--- config.mk ---
export PLATFORM = sky130hd
export DESIGN_NAME = instr_fetch_seq_flat
export DESIGN_NICKNAME = d
export VERILOG_FILES = /design/src/rtl/ppu_pkg.sv /design/src/rtl/instr_fetch_seq_if.sv /design/src/rtl/fetch_word_assembler.sv /design/src/rtl/instr_fetch_seq.sv /design/src/flat_wrapper.sv
export SDC_FILE = /design/constraint.sdc
export NUM_CORES = 1
export LEC_CHECK = 0
export ABC_CLOCK_PERIOD_IN_PS = 1800
export CORE_UTILIZATION = 46
export CTS_BUF_LIST = sky130_fd_sc_hd__clkbuf_4 sky130_fd_sc_hd__clkbuf_8 sky130_fd_sc_hd__clkbuf_16
export CTS_CLUSTER_DIAMETER = 150
export CTS_CLUSTER_SIZE = 30
export DETAILED_ROUTE_END_ITERATION = 10
export MAX_ROUTING_LAYER = met4
export PLACE_DENSITY_LB_ADDON = 0.1
export SETUP_SLACK_MARGIN = 0.1
export SLEW_MARGIN = 40
export SYNTH_ARGS = -nofsm -noshare
export SYNTH_HDL_FRONTEND = slang
export SYNTH_SLANG_ARGS = --single-unit
export TNS_END_PERCENT = 5
--- constraint.sdc ---
create_clock -name clk -period 1.8 [get_ports clk]
set_input_delay 0.27 -clock clk [delete_from_list [all_inputs] [get_ports clk]]
set_output_delay 0.27 -clock clk [all_outputs]
set_load 0.05 [all_outputs]
--- src/rtl/ppu_pkg.sv ---
// Shared fetch-path types: FSM state encoding and big-endian byte-lane mapping.
// Lane 0 carries the most significant byte of an instruction word.
package ppu_pkg;

    localparam int BYTES_PER_INSTR = 4;
    localparam int LANE_W          = 8;
    localparam int INSTR_W         = BYTES_PER_INSTR * LANE_W;

    // F0..F3 encode the lane being fetched in their two low bits
    typedef enum logic [2:0] {
        F0   = 3'd0,
        F1   = 3'd1,
        F2   = 3'd2,
        F3   = 3'd3,
        HOLD = 3'd4
    } fetch_state_t;

    localparam logic [1:0] LAST_LANE = 2'(BYTES_PER_INSTR - 1);

    function automatic int lane_lsb(input int lane);
        return (BYTES_PER_INSTR - 1 - lane) * LANE_W;
    endfunction

endpackage

--- src/rtl/instr_fetch_seq_if.sv ---
// Fetch-stage bus: byte RAM read port, redirect/stall inputs and the IF/ID valid/ready output.
// master = fetch sequencer side, slave = RAM / hazard unit / IF-ID side.
interface instr_fetch_seq_if #(
    parameter int ADDR_W = 8
);
    logic              mem_en;
    logic [ADDR_W-1:0] mem_addr;
    logic [7:0]        mem_data;
    logic              stall;
    logic              take_branch;
    logic [ADDR_W-1:0] branch_target;
    logic [31:0]       instr;
    logic [ADDR_W-1:0] instr_pc;
    logic              instr_valid;
    logic              instr_ready;

    modport master (
        output mem_en, mem_addr, instr, instr_pc, instr_valid,
        input  mem_data, stall, take_branch, branch_target, instr_ready
    );

    modport slave (
        input  mem_en, mem_addr, instr, instr_pc, instr_valid,
        output mem_data, stall, take_branch, branch_target, instr_ready
    );
endinterface

--- src/rtl/fetch_word_assembler.sv ---
// Four byte-lane registers with lane-select write and synchronous clear; word is big-endian.
// Write lands on the next edge; no handshake, the owner decides when lanes are written.
module fetch_word_assembler
    import ppu_pkg::*;
(
    input  logic               clk,
    input  logic               reset_n,
    input  logic               clr,
    input  logic               wr_en,
    input  logic [1:0]         wr_lane,
    input  logic [LANE_W-1:0]  wr_byte,
    output logic [INSTR_W-1:0] word
);

    logic [BYTES_PER_INSTR-1:0][LANE_W-1:0] lane_q, lane_d;

    always_comb begin
        lane_d = lane_q;
        if (clr) begin
            lane_d = '0;
        end else if (wr_en) begin
            lane_d[wr_lane] = wr_byte;
        end
    end

    always_ff @(posedge clk or negedge reset_n) begin
        if (!reset_n) begin
            lane_q <= '0;
        end else begin
            lane_q <= lane_d;
        end
    end

    always_comb begin
        word = '0;
        for (int k = 0; k < BYTES_PER_INSTR; k++) begin
            word[lane_lsb(k) +: LANE_W] = lane_q[k];
        end
    end

endmodule

--- src/rtl/instr_fetch_seq.sv ---
// Byte-serial instruction fetch: four RAM reads per word, word held on a valid/ready output.
// Valid 4 cycles after entering F0 (plus stall cycles); holds word until accepted; redirect beats stall.
module instr_fetch_seq
    import ppu_pkg::*;
#(
    parameter int                ADDR_W   = 8,
    parameter logic [ADDR_W-1:0] RESET_PC = '0
) (
    input  logic               clk,
    input  logic               reset_n,
    instr_fetch_seq_if.master  bus
);

    fetch_state_t       state_q, state_d;
    logic [ADDR_W-1:0]  pc_q, pc_d;
    logic [ADDR_W-1:0]  instr_pc_q, instr_pc_d;
    logic [ADDR_W-1:0]  mem_addr_q, mem_addr_d;
    logic [INSTR_W-1:0] instr_q, instr_d;
    logic               valid_q, valid_d;

    logic [ADDR_W-1:0]  byte_addr;
    logic [INSTR_W-1:0] asm_word;
    logic [1:0]         lane_sel;
    logic               fetching;
    logic               capture;
    logic               accept;
    logic               lane_clr;

    always_comb begin
        fetching  = (state_q != HOLD);
        lane_sel  = state_q[1:0];
        byte_addr = pc_q + ADDR_W'(lane_sel);

        // Gating with reset_n keeps the RAM idle while reset is held, even though state is F0
        bus.mem_en   = reset_n & fetching & ~bus.stall;
        bus.mem_addr = bus.mem_en ? byte_addr : mem_addr_q;
        mem_addr_d   = bus.mem_addr;

        capture = bus.mem_en & ~bus.take_branch;
        accept  = valid_q & bus.instr_ready;

        state_d    = state_q;
        pc_d       = pc_q;
        instr_d    = instr_q;
        instr_pc_d = instr_pc_q;
        valid_d    = valid_q;
        lane_clr   = 1'b0;

        if (bus.take_branch) begin
            // A simultaneous accept has already handed the word over; only the pc+4 step is lost
            state_d  = F0;
            pc_d     = bus.branch_target & ~ADDR_W'(BYTES_PER_INSTR - 1);
            valid_d  = 1'b0;
            lane_clr = 1'b1;
        end else if (state_q == HOLD) begin
            if (accept) begin
                state_d = F0;
                pc_d    = pc_q + ADDR_W'(BYTES_PER_INSTR);
                valid_d = 1'b0;
            end
        end else if (capture) begin
            if (lane_sel == LAST_LANE) begin
                state_d    = HOLD;
                valid_d    = 1'b1;
                instr_pc_d = pc_q;
                instr_d    = asm_word;
                instr_d[lane_lsb(BYTES_PER_INSTR - 1) +: LANE_W] = bus.mem_data;
            end else begin
                state_d = fetch_state_t'(state_q + 3'd1);
            end
        end
    end

    always_ff @(posedge clk or negedge reset_n) begin
        if (!reset_n) begin
            state_q    <= F0;
            pc_q       <= RESET_PC;
            instr_q    <= '0;
            instr_pc_q <= '0;
            valid_q    <= 1'b0;
            mem_addr_q <= '0;
        end else begin
            state_q    <= state_d;
            pc_q       <= pc_d;
            instr_q    <= instr_d;
            instr_pc_q <= instr_pc_d;
            valid_q    <= valid_d;
            mem_addr_q <= mem_addr_d;
        end
    end

    assign bus.instr       = instr_q;
    assign bus.instr_pc    = instr_pc_q;
    assign bus.instr_valid = valid_q;

    fetch_word_assembler u_asm (
        .clk     (clk),
        .reset_n (reset_n),
        .clr     (lane_clr),
        .wr_en   (capture),
        .wr_lane (lane_sel),
        .wr_byte (bus.mem_data),
        .word    (asm_word)
    );

endmodule

--- src/flat_wrapper.sv ---
// flat-port wrapper written by rule: the top's interface ports become plain ports
module instr_fetch_seq_flat import ppu_pkg::*;
#(
    parameter int                ADDR_W   = 8,
    parameter logic [ADDR_W-1:0] RESET_PC = '0
)
  (clk, reset_n, bus_mem_en, bus_mem_addr, bus_instr, bus_instr_pc, bus_instr_valid, bus_mem_data, bus_stall, bus_take_branch, bus_branch_target, bus_instr_ready);
  instr_fetch_seq_if #(.ADDR_W(ADDR_W)) bus_i ();
  input  logic clk;
  input  logic reset_n;
  output wire logic [$bits(bus_i.mem_en)-1:0] bus_mem_en;
  output wire logic [$bits(bus_i.mem_addr)-1:0] bus_mem_addr;
  output wire logic [$bits(bus_i.instr)-1:0] bus_instr;
  output wire logic [$bits(bus_i.instr_pc)-1:0] bus_instr_pc;
  output wire logic [$bits(bus_i.instr_valid)-1:0] bus_instr_valid;
  input wire logic [$bits(bus_i.mem_data)-1:0] bus_mem_data;
  input wire logic [$bits(bus_i.stall)-1:0] bus_stall;
  input wire logic [$bits(bus_i.take_branch)-1:0] bus_take_branch;
  input wire logic [$bits(bus_i.branch_target)-1:0] bus_branch_target;
  input wire logic [$bits(bus_i.instr_ready)-1:0] bus_instr_ready;
  assign bus_mem_en = bus_i.mem_en;
  assign bus_mem_addr = bus_i.mem_addr;
  assign bus_instr = bus_i.instr;
  assign bus_instr_pc = bus_i.instr_pc;
  assign bus_instr_valid = bus_i.instr_valid;
  assign bus_i.mem_data = bus_mem_data;
  assign bus_i.stall = bus_stall;
  assign bus_i.take_branch = bus_take_branch;
  assign bus_i.branch_target = bus_branch_target;
  assign bus_i.instr_ready = bus_instr_ready;
  instr_fetch_seq #(.ADDR_W(ADDR_W), .RESET_PC(RESET_PC)) u_core (.clk(clk), .reset_n(reset_n), .bus(bus_i));
endmodule
==> impl_metrics.yaml <==
sta:
  worst_slew_pin_slew_ps: 627.1
  rsz0062_at_grt: "yes"
  setup_ws_ps: -199.5
  hold_violations: 0
  slew_headroom_pct: 58.20
  setup_viol: 9
  fmax_mhz: 500.1
  min_period_ps: 1999
  holdWs_ps: 68.47
  slew_viol_final: 0
  fin_crit_sh_pct: 111.1
  finClkSkew_ps: 9.173
pwr:
  power_frac_comb_pct: 14.1
  p_switching_mw: 1.017
  clockPowerShare_pct: 39.0
  peakVddDrop_v: 0.0004286
  power_density_mw_per_mm2: 885.4
  p_leak_nw: 2.311
  switching_share_pct: 25.03
  power_frac_seq_pct: 46.9
  internal_power_mw: 3.047
status:
  violations: "setup timing"
  outcome: "finished, violations left"
route:
  avgViaCountPerCell: 5.151
  first_pass_iters: 4
  drtIter0Drc: 130
  routedWlPerCell_um: 16.20
  drc: 0
  ant_nets: 0
  finalWirelength_um: 7421
  route.vias.total: 2359
floorplan:
  io_pins: 71
  fp.dieW_um: 87.49
  start_util_pct: 48.41
  core_mm2: 0.006944
  die_area_mm2: 0.007655
  chipHeight_um: 87.49
  row_count: 30
grt:
  grt_overflow: 0
  track_usage_pct: 21.72
  antenna_found_initial: 0
  grt_pass1_vias: 2394
  grt_max_degree: 51
  grt_pass1_wl_um: 11960
setup_path:
  reg2reg_setup_slack_ps: 50
  criticalPathCategory: "reg2out"
  r2r_end: "u_core.bus.instr[2]"
  cp_max_fo: 6
  cp.required_ps: 1530
  reg2regPathDepth: 9
  crit_family: "flip-flops"
  cp-end-kind: "primary output"
  cp_num_buf_inv: 3
  cp_cell_sequence: "inv_2, ha_4, nand2_4, nand2_4, buf_12, mux2_4, buf_8"
  path_common_cell: "nand2_4"
  slowest_delay_ps: 410
  cpMaxStageDelayCell: "dfrtp_1"
  cp_data_arrival_time_ps: 1730
  reg2reg_from: "u_core.state_q[0]"
  start_kind: "register"
yosys:
  yosysTopAreaCell: "dfrtp_1"
  ys_async_sr_fraction_pct: 100.0
  synth_area_leaders: "dfrtp_1 60%, mux2_4 8.9%, mux2_2 8.4%"
  synth_seq_cells: 80
  yosys_most_used_dff: "dfrtp_1"
  syn_avg_cell_area_um2: 12.36
  synth_area_mm2: 0.003362
  synth.most_common_cell: "dfrtp_1"
  synthCells: 272
  synth-edff-count: 0
  synth_top_area_share_pct: 59.55
  yosys-top-cells-count: "80 x dfrtp_1, 45 x nand2_1, 29 x a21oi_1, 25 x mux2_2, 20 x mux2_4"
  seq_area_frac_synth_pct: 59.55
  ys_warn_count: 0
  ys_types: 29
clock_tree:
  holdBufCountCts: 0
  htreeDepth: 3
  cts-root-buf: "clkbuf_8"
  cts_buffers: 9
  cts_tree: "done"
  insertion_delay_ps: 350
  cts_sinks: 80
  clk_pin_slew_ps: 80
  clockBufferDepth: 2
place:
  dp_slack_ps: -85.83
  port-buffer-count: 66
  gp_congestion: 0.7883
  dpl.cell_count: 436
  hpwlAfterDp_um: 4954
final_layout:
  drive_gt1_share_pct: 35.36
  final_cells: 458
  area_growth_syn_to_layout_pct: 36.55
  final_nets: 384
  antenna_cells: 0
flow_run:
  max_cap_violations: 0
min_path:
  hold_class: "in2async"
## metrics by stage
step	power (mW)	setup TNS [ps]	util (%)	cell area [µm²]
final	4.065	-1568	66.11	4591
after global routing	4.202	-2335	66.11	4591
after CTS	4.089	-1489	65.37	4539
after detailed placement	2.462	-509.5	60.76	4219
after global placement	2.453	-368.4	60.76	4219
after floorplan	2.241	0	-	3420
## power by group through the flow
stage / registers, mW / logic, mW / clock network, mW
2_1_floorplan: 1.96 / 0.284 / 0
3_3_place_gp: 1.94 / 0.517 / 0
3_5_place_dp: 1.94 / 0.524 / 0
4_1_cts: 1.91 / 0.567 / 1.62
5_1_grt: 1.91 / 0.608 / 1.68
6_report: 1.91 / 0.573 / 1.59
## how the worst max path moves through the flow
stage,startpoint,end,cells after the start
CTS,u_core.state_q[0],bus_mem_addr[2],7
global route,u_core.state_q[0],bus_mem_addr[2],7
global placement,bus_stall,bus_mem_addr[4],6
floorplan,u_core.state_q[0],u_core.bus.instr[14],9
finish,u_core.state_q[0],bus_mem_addr[2],7
detailed placement,bus_stall,bus_mem_addr[6],6
## what timing repair did
action                                  in CTS  in global routing
pin swaps                                    2                  3
gates resized for setup                     42                  7
buffers inserted                             4                  3
endpoints found under the setup margin      42                 18
## cell usage in the layout (no fill, tap or decap), types with 3 or more instances in the layout
master           instances
dfrtp_1                 80
nand2_1                 42
buf_4                   39
a21oi_1                 29
mux2_4                  26
dlygate4sd2_1           22
mux2_2                  19
nand3_1                 18
clkdlybuf4s50_1         17
clkbuf_8                10
o21ai_0                  6
buf_6                    6
buf_12                   6
ha_1                     3
bufinv_16                3
## cell families (layout without fill, tap and decap cells)
family / count (synthesis) / in the layout / share of synthesized area [%]
simple gates: 76 / 76 / 10.31
mux: 46 / 46 / 17.60
buf+inv: 22 / 111 / 3.722
other cells: 1 / 2 / 0.1115
fa+ha+maj: 5 / 5 / 1.861
xor+xnor: 4 / 4 / 1.042
compound gates: 38 / 38 / 5.806
flops: 80 / 80 / 59.55
## per-layer routing
layer	routed length (µm)	vias up	GRT usage, %
met4	169	0	9.985
li1	-	1106	-
met3	276	16	3.223
met5	0	-	-
met1	3233	1175	27.98
met2	3741	62	34.02
## final cells by class
type,count,area (µm²)
fill,584,2354
sequential,80,2002
multi-input combinational,171,1335
timing repair buffer,92,873.3
clock buffer,10,137.6
tap,96,120.1
clock inverter,5,105.1
inverter,4,17.52
## flip-flops by register name, indices dropped and copies added, names as in the netlist
register and cells:
u_core.bus.instr 32, u_core.bus.instr_pc 6, u_core.bus.instr_valid 1, u_core.mem_addr_q 8, u_core.pc_q 6, u_core.state_q 3, u_core.u_asm.word 24
No activity file was read; power rests on OpenSTA's default activity.
